## config.mk

```make
export PLATFORM = sky130hd
export DESIGN_NAME = idli_pcu_m
export DESIGN_NICKNAME = d
export VERILOG_FILES = /design/src/rtl/idli_pcu_m.sv
export SDC_FILE = /design/constraint.sdc
export NUM_CORES = 1
export LEC_CHECK = 0
export ABC_AREA = 0
export BUFFER_PORTS_ARGS = -buffer_cell sky130_fd_sc_hd__buf_2
export CORE_ASPECT_RATIO = 0.5
export CORE_MARGIN = 2
export CORE_UTILIZATION = 40
export CTS_CLUSTER_DIAMETER = 80
export DETAILED_ROUTE_END_ITERATION = 7
export PLACE_DENSITY = 0.66
export SYNTH_ARGS = -nofsm -noshare
export SYNTH_HDL_FRONTEND = slang
export SYNTH_SLANG_ARGS = --single-unit
```

## constraint.sdc

```tcl
create_clock -name i_pc_gck -period 4.3 [get_ports i_pc_gck]
set_input_delay 0.215 -clock i_pc_gck [delete_from_list [all_inputs] [get_ports i_pc_gck]]
set_output_delay 0.215 -clock i_pc_gck [all_outputs]
set_load 0.01 [all_outputs]
```

## src/rtl/idli_pcu_m.sv

```systemverilog
// Multi-context bit-serial program counter: hold/inc/abs/rel per word, SLICE_W bits per cycle, LSB slice first.
// Latency: o_pc/o_pc_next/o_pc_tgt combinational per slice; updated PC readable from next word's ctr==0.
// Backpressure: none; free-running, the driver owns the ctr sequence and must keep it in order.
module idli_pcu_m #(
    parameter int                 SLICE_W  = 4,
    parameter int                 DATA_W   = 16,
    parameter int                 NCTX     = 2,
    parameter logic [DATA_W-1:0]  RESET_PC = '0,
    localparam int                NSLICE   = DATA_W / SLICE_W,
    localparam int                CTR_W    = $clog2(NSLICE),
    localparam int                CTX_W    = (NCTX > 1) ? $clog2(NCTX) : 1
) (
    input  logic               i_pc_gck,
    input  logic               i_pc_rst_n,
    input  logic [CTR_W-1:0]   i_pc_ctr,
    input  logic [CTX_W-1:0]   i_pc_ctx,
    input  logic [1:0]         i_pc_op,
    input  logic [SLICE_W-1:0] i_pc_data,
    output logic [SLICE_W-1:0] o_pc,
    output logic [SLICE_W-1:0] o_pc_next,
    output logic [SLICE_W-1:0] o_pc_tgt,
    output logic               o_pc_wrap
);

    typedef enum logic [1:0] {
        OP_HOLD = 2'd0,
        OP_INC  = 2'd1,
        OP_ABS  = 2'd2,
        OP_REL  = 2'd3
    } op_e;

    logic [DATA_W-1:0]  pc_q [NCTX];
    logic [DATA_W-1:0]  pc_d [NCTX];
    op_e                op_q, op_d, op_eff;
    logic [CTX_W-1:0]   ctx_q, ctx_d, ctx_eff;
    logic [CTX_W:0]     ctx_ext;
    logic               ctx_ok;
    logic               inc_c_q, inc_c_d, inc_cin;
    logic               rel_c_q, rel_c_d, rel_cin;
    logic [SLICE_W-1:0] rel_sum;
    logic [SLICE_W-1:0] cur_slice;
    logic [SLICE_W-1:0] rst_slice;
    logic               first_slice;
    logic               last_slice;

    assign first_slice = (i_pc_ctr == '0);
    assign last_slice  = (i_pc_ctr == CTR_W'(NSLICE - 1));

    // Word controls: take the live inputs at the first slice, otherwise replay the latched ones.
    always_comb begin
        op_eff  = first_slice ? op_e'(i_pc_op) : op_q;
        ctx_eff = (NCTX == 1) ? '0 : (first_slice ? i_pc_ctx : ctx_q);
        op_d    = op_eff;
        ctx_d   = ctx_eff;
        ctx_ext = {1'b0, ctx_eff};
        ctx_ok  = (ctx_ext < (CTX_W + 1)'(NCTX));
    end

    // Current slice: LSB end of the selected context, or the reset value slice while in reset.
    always_comb begin
        cur_slice = '0;
        rst_slice = '0;
        for (int i = 0; i < NCTX; i++) begin
            if (ctx_ok && (ctx_eff == CTX_W'(i))) begin
                cur_slice = pc_q[i][SLICE_W-1:0];
            end
        end
        for (int s = 0; s < NSLICE; s++) begin
            if (i_pc_ctr == CTR_W'(s)) begin
                rst_slice = RESET_PC[s*SLICE_W +: SLICE_W];
            end
        end
        o_pc = i_pc_rst_n ? cur_slice : rst_slice;
    end

    // Increment and relative-add ripple chains, both always running; op only picks the result.
    always_comb begin
        inc_cin = first_slice ? 1'b1 : inc_c_q;
        rel_cin = first_slice ? 1'b0 : rel_c_q;
        {inc_c_d, o_pc_next} = {1'b0, o_pc} + (SLICE_W + 1)'(inc_cin);
        {rel_c_d, rel_sum}   = {1'b0, o_pc} + {1'b0, i_pc_data} + (SLICE_W + 1)'(rel_cin);
    end

    // Write-back slice and wrap flag; a wrap is reported but the wrapped value is still written.
    always_comb begin
        o_pc_tgt  = o_pc;
        o_pc_wrap = 1'b0;
        case (op_eff)
            OP_HOLD: o_pc_tgt = o_pc;
            OP_INC:  o_pc_tgt = o_pc_next;
            OP_ABS:  o_pc_tgt = i_pc_data;
            OP_REL:  o_pc_tgt = rel_sum;
            default: o_pc_tgt = o_pc;
        endcase
        if (last_slice && i_pc_rst_n) begin
            case (op_eff)
                OP_INC:  o_pc_wrap = inc_c_d;
                // Signed offset: carry out XOR offset sign flags leaving [0, 2^DATA_W).
                OP_REL:  o_pc_wrap = rel_c_d ^ i_pc_data[SLICE_W-1];
                default: o_pc_wrap = 1'b0;
            endcase
        end
    end

    // Only the selected context rotates; the target slice enters at the MSB end.
    always_comb begin
        for (int i = 0; i < NCTX; i++) begin
            pc_d[i] = pc_q[i];
            if (ctx_ok && (ctx_eff == CTX_W'(i))) begin
                pc_d[i] = {o_pc_tgt, pc_q[i][DATA_W-1:SLICE_W]};
            end
        end
    end

    // State registers; reset discards any partial word immediately.
    always_ff @(posedge i_pc_gck or negedge i_pc_rst_n) begin
        if (!i_pc_rst_n) begin
            for (int i = 0; i < NCTX; i++) begin
                pc_q[i] <= RESET_PC;
            end
            op_q    <= OP_HOLD;
            ctx_q   <= '0;
            inc_c_q <= 1'b1;
            rel_c_q <= 1'b0;
        end else begin
            for (int i = 0; i < NCTX; i++) begin
                pc_q[i] <= pc_d[i];
            end
            op_q    <= op_d;
            ctx_q   <= ctx_d;
            inc_c_q <= inc_c_d;
            rel_c_q <= rel_c_d;
        end
    end

    // A context index outside the implemented range is a driver bug; such words update nothing.
    ctx_range_a: assert property (@(posedge i_pc_gck) disable iff (!i_pc_rst_n)
        first_slice |-> ctx_ok);

endmodule

```

Word level (Yosys, flattened, before mapping)
Index checks and enable logic that the tools add are counted.
{ "op_classes": {"n_addsub": 3, "eq_ne": 4, "n_mux": 9, "bitwise": 1, "n_reduce_logical": 3} }
{ "op_table": {"columns": ["cell", "count"], "rows": [
  ["4-bit case mux with 4 select lines", 1],
  ["4-bit two-way mux", 2],
  ["2-bit equality test, second input constant", 3],
  ["4-bit by 1-bit adder with 5-bit output", 1],
  ["4-bit by 4-bit adder with 5-bit output", 1],
  ["5-bit by 1-bit adder with 5-bit output", 1],
  ["2-bit logical NOT", 2],
  ["1-bit two-way mux", 4],
  ["2-bit by 1-bit equality test with 1-bit output, second input constant", 1],
  ["2-bit two-way mux", 1],
  ["1-bit case mux with 2 select lines", 1],
  ["1-bit logical AND", 1],
  ["1-bit XOR", 1]
]} }
{ "totals": {"register_bits": 37, "output_inout_bits": 13, "wordCells": 26} }

Longest topological paths before layout
Gate-level depths: netlist of run 1.
{ "logic_depth": {"depth_word": 9, "ltp_mapped": 12, "mapped_depth_nobuf": 12} }

Worst setup path after synthesis of run 1
OpenSTA, ideal clock, no wires.
{ "synth_path": {"path_kind": "reg-to-output", "from": "register ctx_q", "to": "output o_pc_wrap", "arrival_time_ns": 2.470, "required_ns": 4.085, "setup_slack_ns": 1.615, "path_stages_with_launch": 13, "path_buffers": 0, "cell_sequence": "dfrtp_1 -> o21a_1 -> nor2_4 -> mux2_1 -> nand2_1 -> fa_1 -> inv_1 -> fa_1 -> a21o_1 -> a21o_1 -> xnor2_1 -> nand2_1 -> a21oi_1"} }
{ "synth_between": {"elab_chain_len": 8, "word_cells_on_any_way": 9, "cone_classes": "3 x add/sub; 5 x mux; 1 x bitwise"} }
{ "synth_rtl": {"columns": ["item", "line", "source"], "rows": [
  ["start: declaration", "35", "logic [CTX_W-1:0] ctx_q, ctx_d, ctx_eff;"],
  ["start signal: assignment", "130", "ctx_q <= ctx_d;"],
  ["1-bit two-way mux", "52", "ctx_eff = (NCTX == 1) ? '0 : (first_slice ? i_pc_ctx : ctx_q);"],
  ["4-bit two-way mux", "64", "if (ctx_ok && (ctx_eff == CTX_W'(i))) begin"],
  ["4-bit two-way mux", "73", "o_pc = i_pc_rst_n ? cur_slice : rst_slice;"],
  ["4-bit by 4-bit adder with 5-bit output", "81", "{rel_c_d, rel_sum} = {1'b0, o_pc} + {1'b0, i_pc_data} + (SLICE_W + 1)'(rel_cin);"],
  ["5-bit by 1-bit adder with 5-bit output", "81", null],
  ["named net rel_c_d", "39", "logic rel_c_q, rel_c_d, rel_cin;"],
  ["1-bit XOR", "99", "OP_REL: o_pc_wrap = rel_c_d ^ i_pc_data[SLICE_W-1];"],
  ["1-bit case mux with 2 select lines", "96", "case (op_eff)"],
  ["1-bit two-way mux", "95", "if (last_slice && i_pc_rst_n) begin"],
  ["end: declaration", "22", "output logic o_pc_wrap"]
]} }
The timed path passes the listed nets, and every way through them passes these cells.

Worst setup path in the final report of run 1
{ "layout_path": {"from": "register ctx_q", "to": "output o_pc_tgt[3]"} }
{ "layout_between": {"elab_chain_len": 6, "word_cells_on_any_way": 7, "cone_classes": "3 x add/sub; 4 x mux"} }
{ "layout_rtl": {"columns": ["item", "line", "source"], "rows": [
  ["1-bit two-way mux (*)", "52", null],
  ["4-bit two-way mux (*)", "64", null],
  ["4-bit two-way mux (*)", "73", null],
  ["4-bit by 4-bit adder with 5-bit output", "81", null],
  ["5-bit by 1-bit adder with 5-bit output", "81", null],
  ["4-bit case mux with 4 select lines (*)", "88", "case (op_eff)"],
  ["end: declaration", "21", "output logic [SLICE_W-1:0] o_pc_tgt,"]
]} }
Mark *: on every way between the ends. The rest lies on a longest branch, timed or not.

==> reports/summary.txt, run 1 <==
Outcome - completed
Top cells by area, synth - dfrtp_1, nand2_1, ha_1
Resized Gates After CTS - 0
Fill cell count - 466
Total CTS buffers - 5
Worst-path maximum fanout - 31
ANT cells - 0
Die Footprint - 5640 um2
Unique masters post-synth - 46
Die Wd - 104 um
Hold WC Path Type - in -> async
DP Cell Count - 296
Synth area leader - dfrtp_1
Worst setup SP type - register
Share of the synthesized area in the top cell type - 44.8%
First-pass GRT wire length - 6.75 mm
Worst path cell trace - o21a_1 > nor2_4 > buf_4 > inv_2 > mux2i_1 > nor2_1 > ha_1 > nand2b_1 > a21oi_1 > xnor2_1 > o21ai_0 > a221oi_2 > nor2_1 > buf_2
DR DRC count - 0
Post-synth top cells - nand2_1, dfrtp_1, inv_1, nor2_1
DR pass1 iterations - 4
Crit path buf inv count - 3
Clk root buf - clkbuf_8
PortBufs - 23
Top-Level Pins - 24
Total power - 1.30 mW
Initial antenna violation count - 0
Placed cell area - 2190 um2
Skew final - 0.00497 ns
Synth Register Bits - 37
Slew @ Worst Pin - 0.420 ns
Routability cong. - 0.833
Hold_ws - 0.305 ns
Post-synth EDFFs - 0
Avg Cell Area, Syn - 9.71 um2
P_leak - 1.15 nW
DRT Wirelength - 4.16 mm
Area Growth Syn to Fin - 14.9%
FF-to-FF setup slack - 1.46 ns
Postcts setup bufs - 0
Final setup vio count - 0
Vias - 1475
Finished layout cell area - 2310 um2
MaxCap Viol Count - 0
Worst R2R Path Depth - 13
WS Path Type - reg -> out
Largest net degree at the start of global routing - 36
Reg2Reg Capture Point - pc_q[15]
Final WS setup - 0.969 ns
Most frequent cell on the critical path - nor2_1
CTS tree - built
PwrDens - 561 nW/um2
RSZ-0062 raised after global routing - no
Final std cells w/o fill - 305
Delay-heaviest family, CP - compound AO/OA/AOI/OAI gates
Vias per Instance - 4.84
Reg area - 927 um2
Top-count cell post-synth - nand2_1
Number of global-route vias before repair - 1383
Reg2reg start - ctx_q
H-tree Lvls - 2
Post-layout util - 47.3%
Slew Viols, Final - 0
Worst-Skew Late Latency - 0.30 ns
GRT Util Overall - 15.9%
Final #Nets - 252
Clk slew on worst S/H paths - 0.08 ns
Antenna Nets Post-Route - 0
GRT overflow - 0
Number of DRC markers in iteration 0 - 108
Crit path DAT - 3.12 ns
CP peak stage delay - 0.38 ns
Share of cells above drive strength 1 - 25.5%
Initial core utilization - 41.1%
TNS Setup - 0 ns
Endpoint type of the worst setup path - primary output
Clk sinks - 37
Crit path required time - 4.09 ns
Max IR drop VDD - 0.000186 V
Fin crit period - 3.33 ns
Clock Path Buffers - 2
Period utilization - 77.5%
Endpoints failing hold - 0
Rows - 18
Syn Nets - 225
Avg WL per Cell - 13.6 um
Mapped cell area - 2010 um2
Die height - 54.1 um
Synth Instances - 207
Async set or reset register ratio after synthesis - 100%
Total core area - 4890 um2
Most used DFF post-synth - dfrtp_1
Place WS - 1.15 ns
Fmax - 300 MHz
Post-detail-place hpwl - 3.05 mm
Rel. slew slack - 72.0%
Area of the multi-input gates - 996 um2
Slowest CP cell - dfrtp_1
Number of synthesis warnings - 0
Worst path depth - 14
Seq/Total Area, Yosys - 46.1%
worst reg2reg max path, delay by kind of cell, from the launching register on:
kind            cells  cell delay, ns
fa+ha+maj           1            0.30
buf+inv             2            0.41
flops               1            0.38
simple gates        3            0.47
compound gates      5            0.82
xor+xnor            1            0.18
mux                 1            0.15
registers in the layout (all words and copies together) (netlist names):
signal and flops:
ctx_q 1, inc_c_q 1, op_q 2, pc_q 32
rel_c_q 1
layout make-up:
type / instances / area share (%)
Clock buffer: 6 / 3.14
Sequential cell: 37 / 40.1
Timing Repair Buffer: 27 / 6.39
Inverter: 10 / 1.73
Clock inverter: 2 / 1.68
Multi-Input combinational cell: 153 / 43.1
Tap cell: 70 / 3.79
power breakdown:
group / internal, mW / leakage [nW] / switching [mW]
clock network: 0.174 / 0.0554 / 0.132
registers: 0.483 / 0.467 / 0.0797
logic: 0.179 / 0.632 / 0.247
per-layer routing:
metal	GRT usage [%]	wire length [um]	up-vias	part of all wire, %
li1	-	-	737	-
met1	20.6	1960	694	47
met2	26.6	1910	35	46
met3	4.24	219	9	5.3
met4	4.95	68	0	1.6
met5	0	0	-	0
repair_timing:
action                                  4_1_cts  5_1_grt
endpoints found under the setup margin        0        0
hold buffers                                  1        0
hold endpoints to repair                      4        0
kinds of logic (layout without fill, tap and decap cells):
| logic type | Yosys count | in the layout | share of synthesized area (%) |
|---|---|---|---|
| muxes | 13 | 13 | 8.59 |
| AOI/OAI and AO/OA | 26 | 26 | 11.5 |
| and+or+nand+nor | 101 | 101 | 21.8 |
| buffers and inverters | 17 | 45 | 4.36 |
| adders and majority gates | 7 | 7 | 5.10 |
| DFF | 37 | 37 | 46.1 |
| xor gates and xnor gates | 6 | 6 | 2.61 |
worst max-delay path by stage:
stage                start     endpoint  slack, ns
2_1_floorplan        ctx_q    o_pc_wrap       1.61
3_3_place_gp   i_pc_ctr[1]  o_pc_tgt[3]       1.23
3_5_place_dp   i_pc_ctr[1]  o_pc_tgt[3]       1.15
4_1_cts              ctx_q  o_pc_tgt[3]       0.95
5_1_grt              ctx_q  o_pc_tgt[3]       0.72
6_report             ctx_q  o_pc_tgt[3]       0.97
cell usage in the layout (no fill, tap or decap), types with 2 or more instances in the layout:
cell / synthesis / final
o21ai_2: 2 / 2
buf_2: 4 / 23
mux2i_1: 3 / 3
o31ai_1: 2 / 2
fa_1: 2 / 2
nor2_1: 7 / 7
inv_1: 7 / 7
xnor2_1: 4 / 4
xor2_1: 2 / 2
dfrtp_1: 36 / 36
mux2i_4: 2 / 2
inv_2: 2 / 2
nor2_4: 2 / 2
nand4_1: 3 / 3
ha_1: 5 / 5
clkbuf_8: 0 / 5
o21ai_1: 2 / 2
mux2_4: 2 / 2
a21o_1: 2 / 2
a221oi_2: 2 / 2
a21oi_1: 3 / 3
nand2_1: 80 / 80
o21ai_0: 4 / 4
buf_4: 0 / 3
mux2_2: 5 / 5
(Power assumes the default switching activity.)
==> run 2: changes to the inputs <==
Clock period 4.3 ns to 3.3 ns, I/O delays scaled along.
==> reports/summary.txt, run 2 (synthesis results as in run 1) <==
Outcome - completed
RSZ-0062 raised after global routing - no
Reg2reg start - ctx_q
Worst setup SP type - register
Post-detail-place hpwl - 2.85 mm
Final setup vio count - 0
PwrDens - 721 nW/um2
Logic pwr share - 33.0%
Largest net degree at the start of global routing - 36
Worst-Skew Late Latency - 0.28 ns
Vias per Instance - 4.81
Die Footprint - 5640 um2
H-tree Lvls - 2
Skew final - 0.00405 ns
Clk sinks - 37
Period utilization - 94.3%
Rel. slew slack - 71.8%
Number of DRC markers in iteration 0 - 148
MaxCap Viol Count - 0
Largest regs - pc_q (32), op_q (2)
Largest register FFs - 32
Die Wd - 104 um
Max IR drop VDD - 0.000226 V
Pint - 1.09 mW
Clk root buf - clkbuf_8
Top-Level Pins - 24
Initial core utilization - 41.1%
Slowest CP cell - dfrtp_1
Crit path DAT - 2.95 ns
Fmax - 321 MHz
CTS tree - built
Reg2Reg Capture Point - pc_q[14]
PortBufs - 23
DR pass1 iterations - 4
FF-to-FF setup slack - 0.62 ns
ANT cells - 0
Sequential power share - 43.7%
First-pass GRT wire length - 6.27 mm
GRT overflow - 0
Share of cells above drive strength 1 - 26.4%
Vias - 1466
Total CTS buffers - 5
Most frequent cells in the layout - nand2_1, dfrtp_1, buf_2
Slew Viols, Final - 0
Rows - 18
Final #Nets - 252
Initial antenna violation count - 0
Worst-path maximum fanout - 3
GRT Util Overall - 14.6%
Worst R2R Path Depth - 12
Number of global-route vias before repair - 1246
TNS Setup - 0 ns
Antenna Nets Post-Route - 0
Postcts setup bufs - 0
Clock power share - 23.3%
P_leak - 1.15 nW
Routability cong. - 0.825
Top reg by flops - pc_q
Clk slew on worst S/H paths - 0.08 ns
Sw Ratio - 34.6%
Avg WL per Cell - 12.9 um
DR DRC count - 0
Total power - 1.67 mW
Most frequent cell on the critical path - a21o_1
Fill cell count - 451
Worst path cell trace - o21a_1 > nor2_4 > mux2_1 > nand2_2 > fa_1 > inv_1 > fa_2 > a21o_1 > a21o_1 > xnor2_1 > nand2_1 > a21oi_1 > buf_2
Switch Pwr - 0.579 mW
Endpoints failing hold - 0
CP peak stage delay - 0.39 ns
Fin crit period - 3.11 ns
WS Path Type - reg -> out
Crit path required time - 3.13 ns
Commonest non-fill, non-tap cell in the layout - nand2_1
Total core area - 4890 um2
Die height - 54.1 um
Endpoint type of the worst setup path - primary output
Clock Path Buffers - 2
Area Growth Syn to Fin - 15.3%
Slew @ Worst Pin - 0.423 ns
DRT Wirelength - 3.92 mm
Hold WC Path Type - in -> async
[run 2: area by class of cell]
class,count,area [um2],share of cell area (%)
multi-input combinational,153,1000,43.2
sequential,37,927,40.0
timing repair buffer,27,151,6.53
tap,70,87.6,3.78
clock buffer,6,72.6,3.13
inverter,10,40.0,1.73
clock inverter,2,38.8,1.67
[run 2: worst max path at each step]
stage / slack [ns] / start / to / cells after the start
floorplan: 0.66 / ctx_q / o_pc_wrap / 12
global placement: 0.45 / i_pc_ctr[1] / o_pc_tgt[3] / 12
detailed placement: 0.37 / i_pc_ctr[1] / o_pc_wrap / 14
CTS: 0.12 / ctx_q / o_pc_wrap / 13
global route: 0.004 / ctx_q / o_pc_tgt[3] / 11
finish: 0.19 / ctx_q / o_pc_wrap / 13
[run 2: what timing repair did]
item                                    4_1_cts  5_1_grt
gates resized for setup                       0        3
hold buffers                                  1        0
endpoints found under the hold margin         4        0
endpoints found under the setup margin        0        2
[run 2: per-stage QoR]
step	utilization, %	hold WS [ns]	setup WS, ns	cells	instance area, um2
2_1_floorplan	-	-0.131	0.665	207	2010
3_3_place_gp	44.8	0.0236	0.452	296	2190
3_5_place_dp	44.8	0.0249	0.374	296	2190
4_1_cts	47.3	0.246	0.117	305	2310
5_1_grt	47.4	0.269	0.00405	305	2320
6_report	47.4	0.263	0.188	305	2320
[run 2: critical path: cells and delay by family (launching register included)]
family | cells | cell delay [ns]
flip-flops | 1 | 0.39
adder cells (fa/ha/maj) | 2 | 0.56
multiplexers | 1 | 0.35
AO/OA/AOI/OAI | 4 | 0.67
AND/OR/NAND/NOR | 3 | 0.36
buffers and inverters | 2 | 0.20
XOR/XNOR | 1 | 0.13
[run 2: power groups by stage]
stage / Sequential (mW) / Clock, mW / Combinational, mW
2_1_floorplan: 0.709 / 0 / 0.418
3_3_place_gp: 0.733 / 0 / 0.533
3_5_place_dp: 0.739 / 0 / 0.545
4_1_cts: 0.730 / 0.402 / 0.552
5_1_grt: 0.750 / 0.428 / 0.617
6_report: 0.730 / 0.389 / 0.551
[run 2: per-layer routing]
layer  share of wire, %  track usage (%)  up-vias
li1                   -                -      740
met3                4.2             3.15        2
met5                  0                0        -
met2                 44             22.1       27
met4               0.54             4.05        0
met1                 51             21.1      697
